File: config.mk
export PLATFORM = sky130hd
export DESIGN_NAME = pipe_hazard_ctrl_flat
export DESIGN_NICKNAME = d
export VERILOG_FILES = /design/src/rtl/pipe_hazard_ctrl_pkg.sv /design/src/rtl/pipe_hazard_ctrl_if.sv /design/src/rtl/pipe_hazard_ctrl_fwd_match.sv /design/src/rtl/pipe_hazard_ctrl.sv /design/src/flat_wrapper.sv
export SDC_FILE = /design/constraint.sdc
export NUM_CORES = 1
export LEC_CHECK = 0
export CAP_MARGIN = 40
export CORE_UTILIZATION = 32
export DETAILED_ROUTE_END_ITERATION = 16
export GPL_TIMING_DRIVEN = 0
export HOLD_SLACK_MARGIN = 0.12
export MAX_ROUTING_LAYER = met4
export PLACE_DENSITY = 0.64
export SYNTH_ARGS = -nofsm -noshare
export SYNTH_HDL_FRONTEND = slang
export SYNTH_HIERARCHICAL = 1
export SYNTH_SLANG_ARGS = --single-unit
File: constraint.sdc
create_clock -name clk -period 7.27 [get_ports clk]
set_clock_uncertainty 0.2 [all_clocks]
set_input_delay 1.454 -clock clk [delete_from_list [all_inputs] [get_ports clk]]
set_output_delay 1.454 -clock clk [all_outputs]
set_load 0.02 [all_outputs]
File: src/rtl/pipe_hazard_ctrl_pkg.sv
// -----------------------------------------------------------------------------
// pipe_hazard_ctrl_pkg
// Shared constants for the pipeline hazard / forwarding / stage-control block.
//   - Stage bit positions used in the stage_en / stage_rst vectors (IF..WB).
//   - Interrupt FSM state encoding (RUN, ISR).
//   - Forwarding select base value (FWD_RF selects the register file).
//   - Helper returning a one-hot stage mask.
// -----------------------------------------------------------------------------
package pipe_hazard_ctrl_pkg;

    localparam int STG_IF  = 0;
    localparam int STG_ID  = 1;
    localparam int STG_EXE = 2;
    localparam int STG_MEM = 3;
    localparam int STG_WB  = 4;
    localparam int NUM_STG = 5;

    // All five stages at once, used for full freeze / full reset.
    localparam logic [NUM_STG-1:0] STG_ALL  = 5'b11111;
    localparam logic [NUM_STG-1:0] STG_NONE = 5'b00000;

    // Forwarding select value meaning "take the operand from the register file".
    localparam int FWD_RF = 0;

    typedef enum logic [0:0] {
        RUN = 1'b0,
        ISR = 1'b1
    } hz_state_e;

    // One-hot mask for a single stage index.
    function automatic logic [NUM_STG-1:0] stg_bit(input int idx);
        logic [NUM_STG-1:0] mask;
        mask = STG_NONE;
        mask[idx] = 1'b1;
        return mask;
    endfunction

endpackage

File: src/rtl/pipe_hazard_ctrl_if.sv
// -----------------------------------------------------------------------------
// pipe_hazard_ctrl_if
// Bundle between the instruction decoder side (master) and the hazard
// controller (slave).
//   Decoder -> controller : ID register use, producer write-back info,
//                           cache stalls, jump, irq, ERET.
//   Controller -> decoder : forwarding selects, per-stage enable / reset,
//                           irq_take pulse, ir_en, perf counters.
// -----------------------------------------------------------------------------
interface pipe_hazard_ctrl_if #(
    parameter int NUM_PROD = 3,
    parameter int SEL_W    = $clog2(NUM_PROD + 1),
    parameter int CNT_W    = 32
);
    logic [4:0]            id_rs_addr;
    logic [4:0]            id_rt_addr;
    logic                  id_rs_used;
    logic                  id_rt_used;
    logic [NUM_PROD-1:0]   prod_wen;
    logic [5*NUM_PROD-1:0] prod_addr;
    logic [NUM_PROD-1:0]   prod_is_load;
    logic                  icache_stall;
    logic                  dcache_stall;
    logic                  jump_en;
    logic                  irq;
    logic                  eret_id;

    logic [SEL_W-1:0]      fwd_a;
    logic [SEL_W-1:0]      fwd_b;
    logic [4:0]            stage_en;
    logic [4:0]            stage_rst;
    logic                  irq_take;
    logic                  ir_en;
    logic [CNT_W-1:0]      stall_cnt;
    logic [CNT_W-1:0]      flush_cnt;

    modport master (
        output id_rs_addr, id_rt_addr, id_rs_used, id_rt_used,
               prod_wen, prod_addr, prod_is_load,
               icache_stall, dcache_stall, jump_en, irq, eret_id,
        input  fwd_a, fwd_b, stage_en, stage_rst, irq_take, ir_en,
               stall_cnt, flush_cnt
    );

    modport slave (
        input  id_rs_addr, id_rt_addr, id_rs_used, id_rt_used,
               prod_wen, prod_addr, prod_is_load,
               icache_stall, dcache_stall, jump_en, irq, eret_id,
        output fwd_a, fwd_b, stage_en, stage_rst, irq_take, ir_en,
               stall_cnt, flush_cnt
    );

endinterface

File: src/rtl/pipe_hazard_ctrl_fwd_match.sv
// -----------------------------------------------------------------------------
// fwd_match
// Priority match of one ID source register against NUM_PROD producers.
//   i_src_addr / i_src_used : source register of the ID instruction
//   i_prod_wen / i_prod_addr / i_prod_is_load : producer k write-back info,
//                             address of producer k in bits [5k+4:5k]
//   o_sel      : 0 = register file, k+1 = youngest matching producer k
//   o_load_hit : source matches a load that is not yet forwardable
//                (producer index below LOAD_READY)
// r0 never matches since it is hard-wired to zero.
// -----------------------------------------------------------------------------
module fwd_match
    import pipe_hazard_ctrl_pkg::*;
#(
    parameter int NUM_PROD   = 3,
    parameter int LOAD_READY = 1,
    parameter int SEL_W      = $clog2(NUM_PROD + 1)
) (
    input  logic [4:0]            i_src_addr,
    input  logic                  i_src_used,
    input  logic [NUM_PROD-1:0]   i_prod_wen,
    input  logic [5*NUM_PROD-1:0] i_prod_addr,
    input  logic [NUM_PROD-1:0]   i_prod_is_load,
    output logic [SEL_W-1:0]      o_sel,
    output logic                  o_load_hit
);

    // Producers whose load data is not yet available for forwarding.
    localparam logic [NUM_PROD-1:0] READY_MASK =
        {NUM_PROD{1'b1}} >> (NUM_PROD - LOAD_READY);

    logic                w_src_ok;
    logic [NUM_PROD-1:0] w_match;
    logic [SEL_W-1:0]    w_sel;

    // Per-producer address match against the source register.
    always_comb begin
        w_match  = {NUM_PROD{1'b0}};
        w_src_ok = i_src_used & (i_src_addr != 5'd0);
        for (int k = 0; k < NUM_PROD; k++) begin
            w_match[k] = w_src_ok & i_prod_wen[k] &
                         (i_prod_addr[5*k +: 5] == i_src_addr);
        end
    end

    // Priority select: walk from oldest to youngest so the youngest match wins.
    always_comb begin
        w_sel = SEL_W'(FWD_RF);
        for (int k = NUM_PROD - 1; k >= 0; k--) begin
            w_sel = w_match[k] ? SEL_W'(k + 1) : w_sel;
        end
    end

    assign o_sel      = w_sel;
    assign o_load_hit = |(w_match & i_prod_is_load & READY_MASK);

endmodule

File: src/rtl/pipe_hazard_ctrl.sv
// -----------------------------------------------------------------------------
// pipe_hazard_ctrl
// Hazard, forwarding and stage-control unit for the 5-stage pipeline.
//   clk, rst : clock and synchronous active-high reset
//   bus      : pipe_hazard_ctrl_if.slave (decoder inputs, control outputs)
// Stage control is a strict priority table:
//   reset > D-cache freeze > I-cache / load-use bubble > interrupt entry
//   > ERET return > taken jump.
// A small RUN/ISR state machine sequences interrupt entry and ERET; two
// wrapping counters record stall and flush cycles.
// -----------------------------------------------------------------------------
module pipe_hazard_ctrl
    import pipe_hazard_ctrl_pkg::*;
#(
    parameter int NUM_PROD   = 3,
    parameter int LOAD_READY = 1,
    parameter int SEL_W      = $clog2(NUM_PROD + 1),
    parameter int CNT_W      = 32
) (
    input  logic               clk,
    input  logic               rst,
    pipe_hazard_ctrl_if.slave  bus
);

    logic [SEL_W-1:0]   w_sel_a;
    logic [SEL_W-1:0]   w_sel_b;
    logic               w_hit_a;
    logic               w_hit_b;
    logic               w_load_use;
    logic               w_blocked;
    logic               w_take;
    logic               w_eret_go;
    logic [NUM_STG-1:0] w_stage_en;
    logic [NUM_STG-1:0] w_stage_rst;
    logic               w_stall_row;
    logic               w_flush_row;
    hz_state_e          r_state;
    logic [CNT_W-1:0]   r_stall_cnt;
    logic [CNT_W-1:0]   r_flush_cnt;

    fwd_match #(
        .NUM_PROD   (NUM_PROD),
        .LOAD_READY (LOAD_READY),
        .SEL_W      (SEL_W)
    ) u_fwd_rs (
        .i_src_addr     (bus.id_rs_addr),
        .i_src_used     (bus.id_rs_used),
        .i_prod_wen     (bus.prod_wen),
        .i_prod_addr    (bus.prod_addr),
        .i_prod_is_load (bus.prod_is_load),
        .o_sel          (w_sel_a),
        .o_load_hit     (w_hit_a)
    );

    fwd_match #(
        .NUM_PROD   (NUM_PROD),
        .LOAD_READY (LOAD_READY),
        .SEL_W      (SEL_W)
    ) u_fwd_rt (
        .i_src_addr     (bus.id_rt_addr),
        .i_src_used     (bus.id_rt_used),
        .i_prod_wen     (bus.prod_wen),
        .i_prod_addr    (bus.prod_addr),
        .i_prod_is_load (bus.prod_is_load),
        .o_sel          (w_sel_b),
        .o_load_hit     (w_hit_b)
    );

    assign w_load_use = w_hit_a | w_hit_b;

    // Reset, freeze or bubble all block an FSM transition; it is retried
    // on the first cycle where none of them applies.
    assign w_blocked = rst | bus.dcache_stall | bus.icache_stall | w_load_use;
    assign w_take    = (r_state == RUN) & bus.irq     & ~w_blocked;
    assign w_eret_go = (r_state == ISR) & bus.eret_id & ~w_blocked;

    // Stage enable / reset priority table and the counter event flags.
    always_comb begin
        w_stage_en  = STG_ALL;
        w_stage_rst = STG_NONE;
        w_stall_row = 1'b0;
        w_flush_row = 1'b0;
        if (rst) begin
            w_stage_rst = STG_ALL;
        end else if (bus.dcache_stall) begin
            w_stage_en  = STG_NONE;
            w_stall_row = 1'b1;
        end else if (bus.icache_stall || w_load_use) begin
            // Hold IF/ID and inject a bubble into EXE.
            w_stage_en  = STG_ALL & ~(stg_bit(STG_IF) | stg_bit(STG_ID));
            w_stage_rst = stg_bit(STG_EXE);
            w_stall_row = 1'b1;
            w_flush_row = 1'b1;
        end else if (w_take) begin
            // Squash ID and EXE; the squashed instructions re-execute on return.
            w_stage_rst = stg_bit(STG_ID) | stg_bit(STG_EXE);
            w_flush_row = 1'b1;
        end else if (w_eret_go || bus.jump_en) begin
            w_stage_rst = stg_bit(STG_ID);
            w_flush_row = 1'b1;
        end else begin
            w_stage_en  = STG_ALL;
            w_stage_rst = STG_NONE;
        end
    end

    // Interrupt sequencing state machine (RUN <-> ISR).
    always_ff @(posedge clk) begin
        if (rst) begin
            r_state <= RUN;
        end else begin
            case (r_state)
                RUN:     r_state <= w_take    ? ISR : RUN;
                ISR:     r_state <= w_eret_go ? RUN : ISR;
                default: r_state <= RUN;
            endcase
        end
    end

    // Stall / flush performance counters, wrapping at 2^CNT_W.
    always_ff @(posedge clk) begin
        if (rst) begin
            r_stall_cnt <= {CNT_W{1'b0}};
            r_flush_cnt <= {CNT_W{1'b0}};
        end else begin
            r_stall_cnt <= r_stall_cnt + {{(CNT_W-1){1'b0}}, w_stall_row};
            r_flush_cnt <= r_flush_cnt + {{(CNT_W-1){1'b0}}, w_flush_row};
        end
    end

    // Forwarding is meaningless while the ID instruction is being held.
    assign bus.fwd_a     = (rst | w_load_use) ? SEL_W'(FWD_RF) : w_sel_a;
    assign bus.fwd_b     = (rst | w_load_use) ? SEL_W'(FWD_RF) : w_sel_b;
    assign bus.stage_en  = w_stage_en;
    assign bus.stage_rst = w_stage_rst;
    assign bus.irq_take  = w_take;
    assign bus.ir_en     = rst | (r_state == RUN);
    assign bus.stall_cnt = r_stall_cnt;
    assign bus.flush_cnt = r_flush_cnt;

endmodule
File: src/flat_wrapper.sv
// flat-port wrapper written by rule: the top's interface ports become plain ports
module pipe_hazard_ctrl_flat import pipe_hazard_ctrl_pkg::*;
#(
    parameter int NUM_PROD   = 3,
    parameter int LOAD_READY = 1,
    parameter int SEL_W      = $clog2(NUM_PROD + 1),
    parameter int CNT_W      = 32
)
  (clk, rst, bus_id_rs_addr, bus_id_rt_addr, bus_id_rs_used, bus_id_rt_used, bus_prod_wen, bus_prod_addr, bus_prod_is_load, bus_icache_stall, bus_dcache_stall, bus_jump_en, bus_irq, bus_eret_id, bus_fwd_a, bus_fwd_b, bus_stage_en, bus_stage_rst, bus_irq_take, bus_ir_en, bus_stall_cnt, bus_flush_cnt);
  pipe_hazard_ctrl_if #(.NUM_PROD(NUM_PROD), .SEL_W(SEL_W), .CNT_W(CNT_W)) bus_i ();
  input  logic clk;
  input  logic rst;
  input wire logic [$bits(bus_i.id_rs_addr)-1:0] bus_id_rs_addr;
  input wire logic [$bits(bus_i.id_rt_addr)-1:0] bus_id_rt_addr;
  input wire logic [$bits(bus_i.id_rs_used)-1:0] bus_id_rs_used;
  input wire logic [$bits(bus_i.id_rt_used)-1:0] bus_id_rt_used;
  input wire logic [$bits(bus_i.prod_wen)-1:0] bus_prod_wen;
  input wire logic [$bits(bus_i.prod_addr)-1:0] bus_prod_addr;
  input wire logic [$bits(bus_i.prod_is_load)-1:0] bus_prod_is_load;
  input wire logic [$bits(bus_i.icache_stall)-1:0] bus_icache_stall;
  input wire logic [$bits(bus_i.dcache_stall)-1:0] bus_dcache_stall;
  input wire logic [$bits(bus_i.jump_en)-1:0] bus_jump_en;
  input wire logic [$bits(bus_i.irq)-1:0] bus_irq;
  input wire logic [$bits(bus_i.eret_id)-1:0] bus_eret_id;
  output wire logic [$bits(bus_i.fwd_a)-1:0] bus_fwd_a;
  output wire logic [$bits(bus_i.fwd_b)-1:0] bus_fwd_b;
  output wire logic [$bits(bus_i.stage_en)-1:0] bus_stage_en;
  output wire logic [$bits(bus_i.stage_rst)-1:0] bus_stage_rst;
  output wire logic [$bits(bus_i.irq_take)-1:0] bus_irq_take;
  output wire logic [$bits(bus_i.ir_en)-1:0] bus_ir_en;
  output wire logic [$bits(bus_i.stall_cnt)-1:0] bus_stall_cnt;
  output wire logic [$bits(bus_i.flush_cnt)-1:0] bus_flush_cnt;
  assign bus_i.id_rs_addr = bus_id_rs_addr;
  assign bus_i.id_rt_addr = bus_id_rt_addr;
  assign bus_i.id_rs_used = bus_id_rs_used;
  assign bus_i.id_rt_used = bus_id_rt_used;
  assign bus_i.prod_wen = bus_prod_wen;
  assign bus_i.prod_addr = bus_prod_addr;
  assign bus_i.prod_is_load = bus_prod_is_load;
  assign bus_i.icache_stall = bus_icache_stall;
  assign bus_i.dcache_stall = bus_dcache_stall;
  assign bus_i.jump_en = bus_jump_en;
  assign bus_i.irq = bus_irq;
  assign bus_i.eret_id = bus_eret_id;
  assign bus_fwd_a = bus_i.fwd_a;
  assign bus_fwd_b = bus_i.fwd_b;
  assign bus_stage_en = bus_i.stage_en;
  assign bus_stage_rst = bus_i.stage_rst;
  assign bus_irq_take = bus_i.irq_take;
  assign bus_ir_en = bus_i.ir_en;
  assign bus_stall_cnt = bus_i.stall_cnt;
  assign bus_flush_cnt = bus_i.flush_cnt;
  pipe_hazard_ctrl #(.NUM_PROD(NUM_PROD), .LOAD_READY(LOAD_READY), .SEL_W(SEL_W), .CNT_W(CNT_W)) u_core (.clk(clk), .rst(rst), .bus(bus_i));
endmodule
==> results of run 1 <==
## placed cells by master (no fill, tap or decap), types with 5 or more instances in the layout
cell and n:
clkdlybuf4s50_1 117, dfxtp_1 65, a21oi_1 37, xnor2_1 31
nor2_1 28, nand3_1 25, xor2_1 23, nand2_1 22
o31ai_1 17, or4_1 17, nand4_1 17, clkbuf_1 16
o21ai_0 16, nor4_1 14, or3_1 14, nor3_1 11
inv_1 10, clkbuf_16 9, and4_1 9, and2_1 8
nor2b_1 6, buf_4 6, and3_1 5
## layer usage
layer	vias to the layer above	wire, um	share of wire, %	track usage (%)
met5	-	0	0	-
met4	0	206	1.9	7.239
met1	1786	4915	46	22.76
met3	18	538	5.0	4.483
met2	117	5119	47	29.96
li1	1878	-	-	-
## stage by stage
| step | utilization [%] | hold slack, ns |
|---|---|---|
| floorplan | - | 0.2908 |
| global placement | 45.52 | 0.2671 |
| detailed placement | 45.52 | 0.2801 |
| CTS | 48.21 | 0.2891 |
| global route | 48.21 | 0.3037 |
| finish | 48.21 | 0.2822 |
## state kept, by name, summed over array words and instances, names as in the netlist
name                  flops
u_core/bus.stall_cnt     32
u_core/r_state            1
u_core/bus.flush_cnt     32
## power groups by stage
stage               clock, mW  combinational (mW)  sequential (mW)
global placement            0              0.0863            0.368
CTS                     0.441              0.0884            0.361
detailed placement          0              0.0879            0.368
floorplan                   0              0.0379            0.370
global route            0.458              0.0948            0.361
finish                  0.433              0.0880            0.361
## final cells by class
class,instances,share of cell area (%)
Sequential cell,65,24.47
Multi-Input combinational cell,338,41.55
Tap cell,140,3.294
Buffer,25,2.376
Clock inverter,3,0.7529
Inverter,10,0.7059
Timing Repair Buffer,117,22.02
Clock buffer,12,4.824
## worst min path at each step
stage / cells past startpoint / to / slack (ns) / from
final: 2 / u_core/bus.flush_cnt[31] / 0.28 / u_core/bus.flush_cnt[31]
after global routing: 2 / u_core/bus.flush_cnt[31] / 0.30 / u_core/bus.flush_cnt[31]
after CTS: 2 / u_core/bus.flush_cnt[31] / 0.29 / u_core/bus.flush_cnt[31]
after detailed placement: 2 / u_core/bus.flush_cnt[31] / 0.28 / u_core/bus.flush_cnt[31]
after global placement: 2 / u_core/bus.flush_cnt[31] / 0.27 / u_core/bus.flush_cnt[31]
after floorplan: 1 / u_core/r_state / 0.29 / u_core/r_state
## cell families (layout without fill, tap and decap cells)
| logic type | count (synthesis) | after routing | synth area share, % |
|---|---|---|---|
| adders and majority gates | 4 | 4 | 1.362 |
| xor gates and xnor gates | 54 | 54 | 12.87 |
| DFF | 65 | 65 | 35.41 |
| muxes | 2 | 2 | 0.6128 |
| and+or+nand+nor | 197 | 197 | 31.94 |
| AOI/OAI and AO/OA | 81 | 81 | 13.35 |
| buffers and inverters | 35 | 167 | 4.460 |
## tightest hold or removal path, cell delays in order (launching register included)
cell	delay, ns
dfxtp_1	0.31
o31ai_1	0.06
a21oi_1	0.06
==> flow_metrics.tcl, run 1 <==
set metrics [dict create \
    fp-row-count 38 \
    switching_share_pct 22.27 \
    place.port_buffers 117 \
    synthesis.area_mm2 0.003675 \
    finalMaxSlewViolations 0 \
    max-cap-violations 0 \
    fin_crit_sh_pct 82.75 \
    place_hpwl_mm 7.941 \
    setup_violations 0 \
    synth_cell_type_count 43 \
    intPower_mw 0.6852 \
    die_h_um 109.2 \
    synth_edf_count 0 \
    yosys_most_used_dff "dfxtp_1" \
    die_w_um 109.2 \
    crit_path_end "bus_stage_en[1]" \
    ir_drop_uv 79.63 \
    r2r_slack_ns 4.01 \
    clk_path_buf_depth 2 \
    hold_buffers 0 \
    grt_overflow 0 \
    path_depth 9 \
    clkLatencyLatePin_ns 0.33 \
    worstReg2RegEnd "u_core/bus.flush_cnt[16]" \
    instances_no_fill 710 \
    rsz0062_at_grt "false" \
    cts_tree "yes" \
    grt_pass1_vias 3547 \
    start_util_pct 33.31 \
    drive_above_1_share_pct 6.842 \
    coreArea_mm2 0.01103 \
    power_mw 0.8816 \
    cts.htree.levels 3 \
    p_clk_share_pct 49.1 \
    cp.required_ns 5.62 \
    final_cell_area_mm2 0.005318 \
    clk_pin_slew_ns 0.05 \
    critPathCaptureType "output port" \
    die_area_mm2 0.01192 \
    num_vias 3799 \
    crit_type "in2out" \
    synth.area.top_cells "dfxtp_1 35%, xnor2_1 7.4%, xor2_1 5.5%, a21oi_1 5.0%, o31ai_1 3.5%" \
    ys_async_sr_fraction_pct 0 \
    fillerInstances 1119 \
    power.switching_mw 0.1964 \
    grt_max_degree 11 \
    worst_pin_slew_ns 0.5321 \
    startpoint "bus_id_rt_addr[1]" \
    cts.repair.resized 0 \
    cts_root_buffer "clkbuf_16" \
    post_dp_cell_area_mm2 0.005021 \
    crit_family "simple AND/OR/NAND/NOR gates" \
    synthTopCellsByCount "65 x dfxtp_1, 37 x a21oi_1, 31 x xnor2_1" \
    syn_area_per_cell_um2 8.390 \
    cp-start-kind "input pin" \
    path_buf_inv 3 \
    io_pins 120 \
    antenna_found_initial 0 \
    p_comb_share_pct 10.0 \
    multi_input_area_mm2 0.002210 \
    power.leakage_nw 1.724 \
    r2r_cells 11 \
    synth.net_count 482 \
    r2r_start "u_core/r_state" \
    nNetsFinal 610 \
    grt_pass1_wl_mm 16.87 \
    numCtsBuffers 9 \
    post_drt_wl_per_cell_um 15.18 \
    post_cts_buffers 0 \
    dpl_worst_slack_ns 1.281 \
    yosys_warnings 6 \
    p_per_area_mw_per_mm2 165.8 \
    synth_top_area_share_pct 35.41 \
    synthesis.instances 438 \
    max_freq_mhz 166.2 \
    slowest_delay_ns 0.60 \
    p_seq_share_pct 40.9 \
    setup-tns-final_ns 0 \
    holdCritPathClass "reg2reg" \
    synth.most_common_cell "dfxtp_1" \
    layout_min_cycle_time_ns 6.016 \
    crit_fanout 4 \
    grt_use_total_pct 18.78 \
    finalHoldViolations 0 \
    seq_area_frac_synth_pct 35.41 \
    diodes 0 \
    drc_errors 0 \
    status "completed" \
    gp_congestion 0.8040 \
    drtAntennaViolNets 0 \
    dr.pass1.iters 4 \
    area_growth_pct 44.71 \
    viasPerCell 5.351 \
    synth_largest_area_cell "dfxtp_1" \
    setup_ws_ns 1.254 \
    drtIter0Drc 175 \
    timing.slew.headroom_pct 64.53 \
    placed_cells 695 \
    crit_arrival_ns 4.36 \
    clock-sinks 65 \
    crit_slowest_cell "or4_4" \
    ys_seq_elements 65 \
    wirelength_mm 10.78 \
    seq_area_mm2 0.001301 \
    timing.critical_path.mode_cell "clkdlybuf4s50_1" \
    crit_path_cell_trace "clkdlybuf4s50_1 -> or4_4 -> o21ai_2 -> nor3_1 -> and2_1 -> nor4_1 -> or2_2 -> buf_4 -> clkdlybuf4s50_1" \
]
Note: power is estimated with default switching activity, not from simulation.
==> run 2, diff against run 1 <==
Clock period 7.27 ns to 5.7 ns, I/O delays scaled along.
==> results of run 2 <==
Same layout as run 1 (identical final DEF). Status: completed.
Among the figures that moved: setup slack after placement 1.281 ns -> 0.3391 ns; setup slack after layout 1.254 ns -> 0.3117 ns; register-to-register setup slack 4.01 ns -> 2.44 ns; total power 0.8816 mW -> 1.124 mW; worst IR drop on VDD 79.63 uV -> 101.6 uV
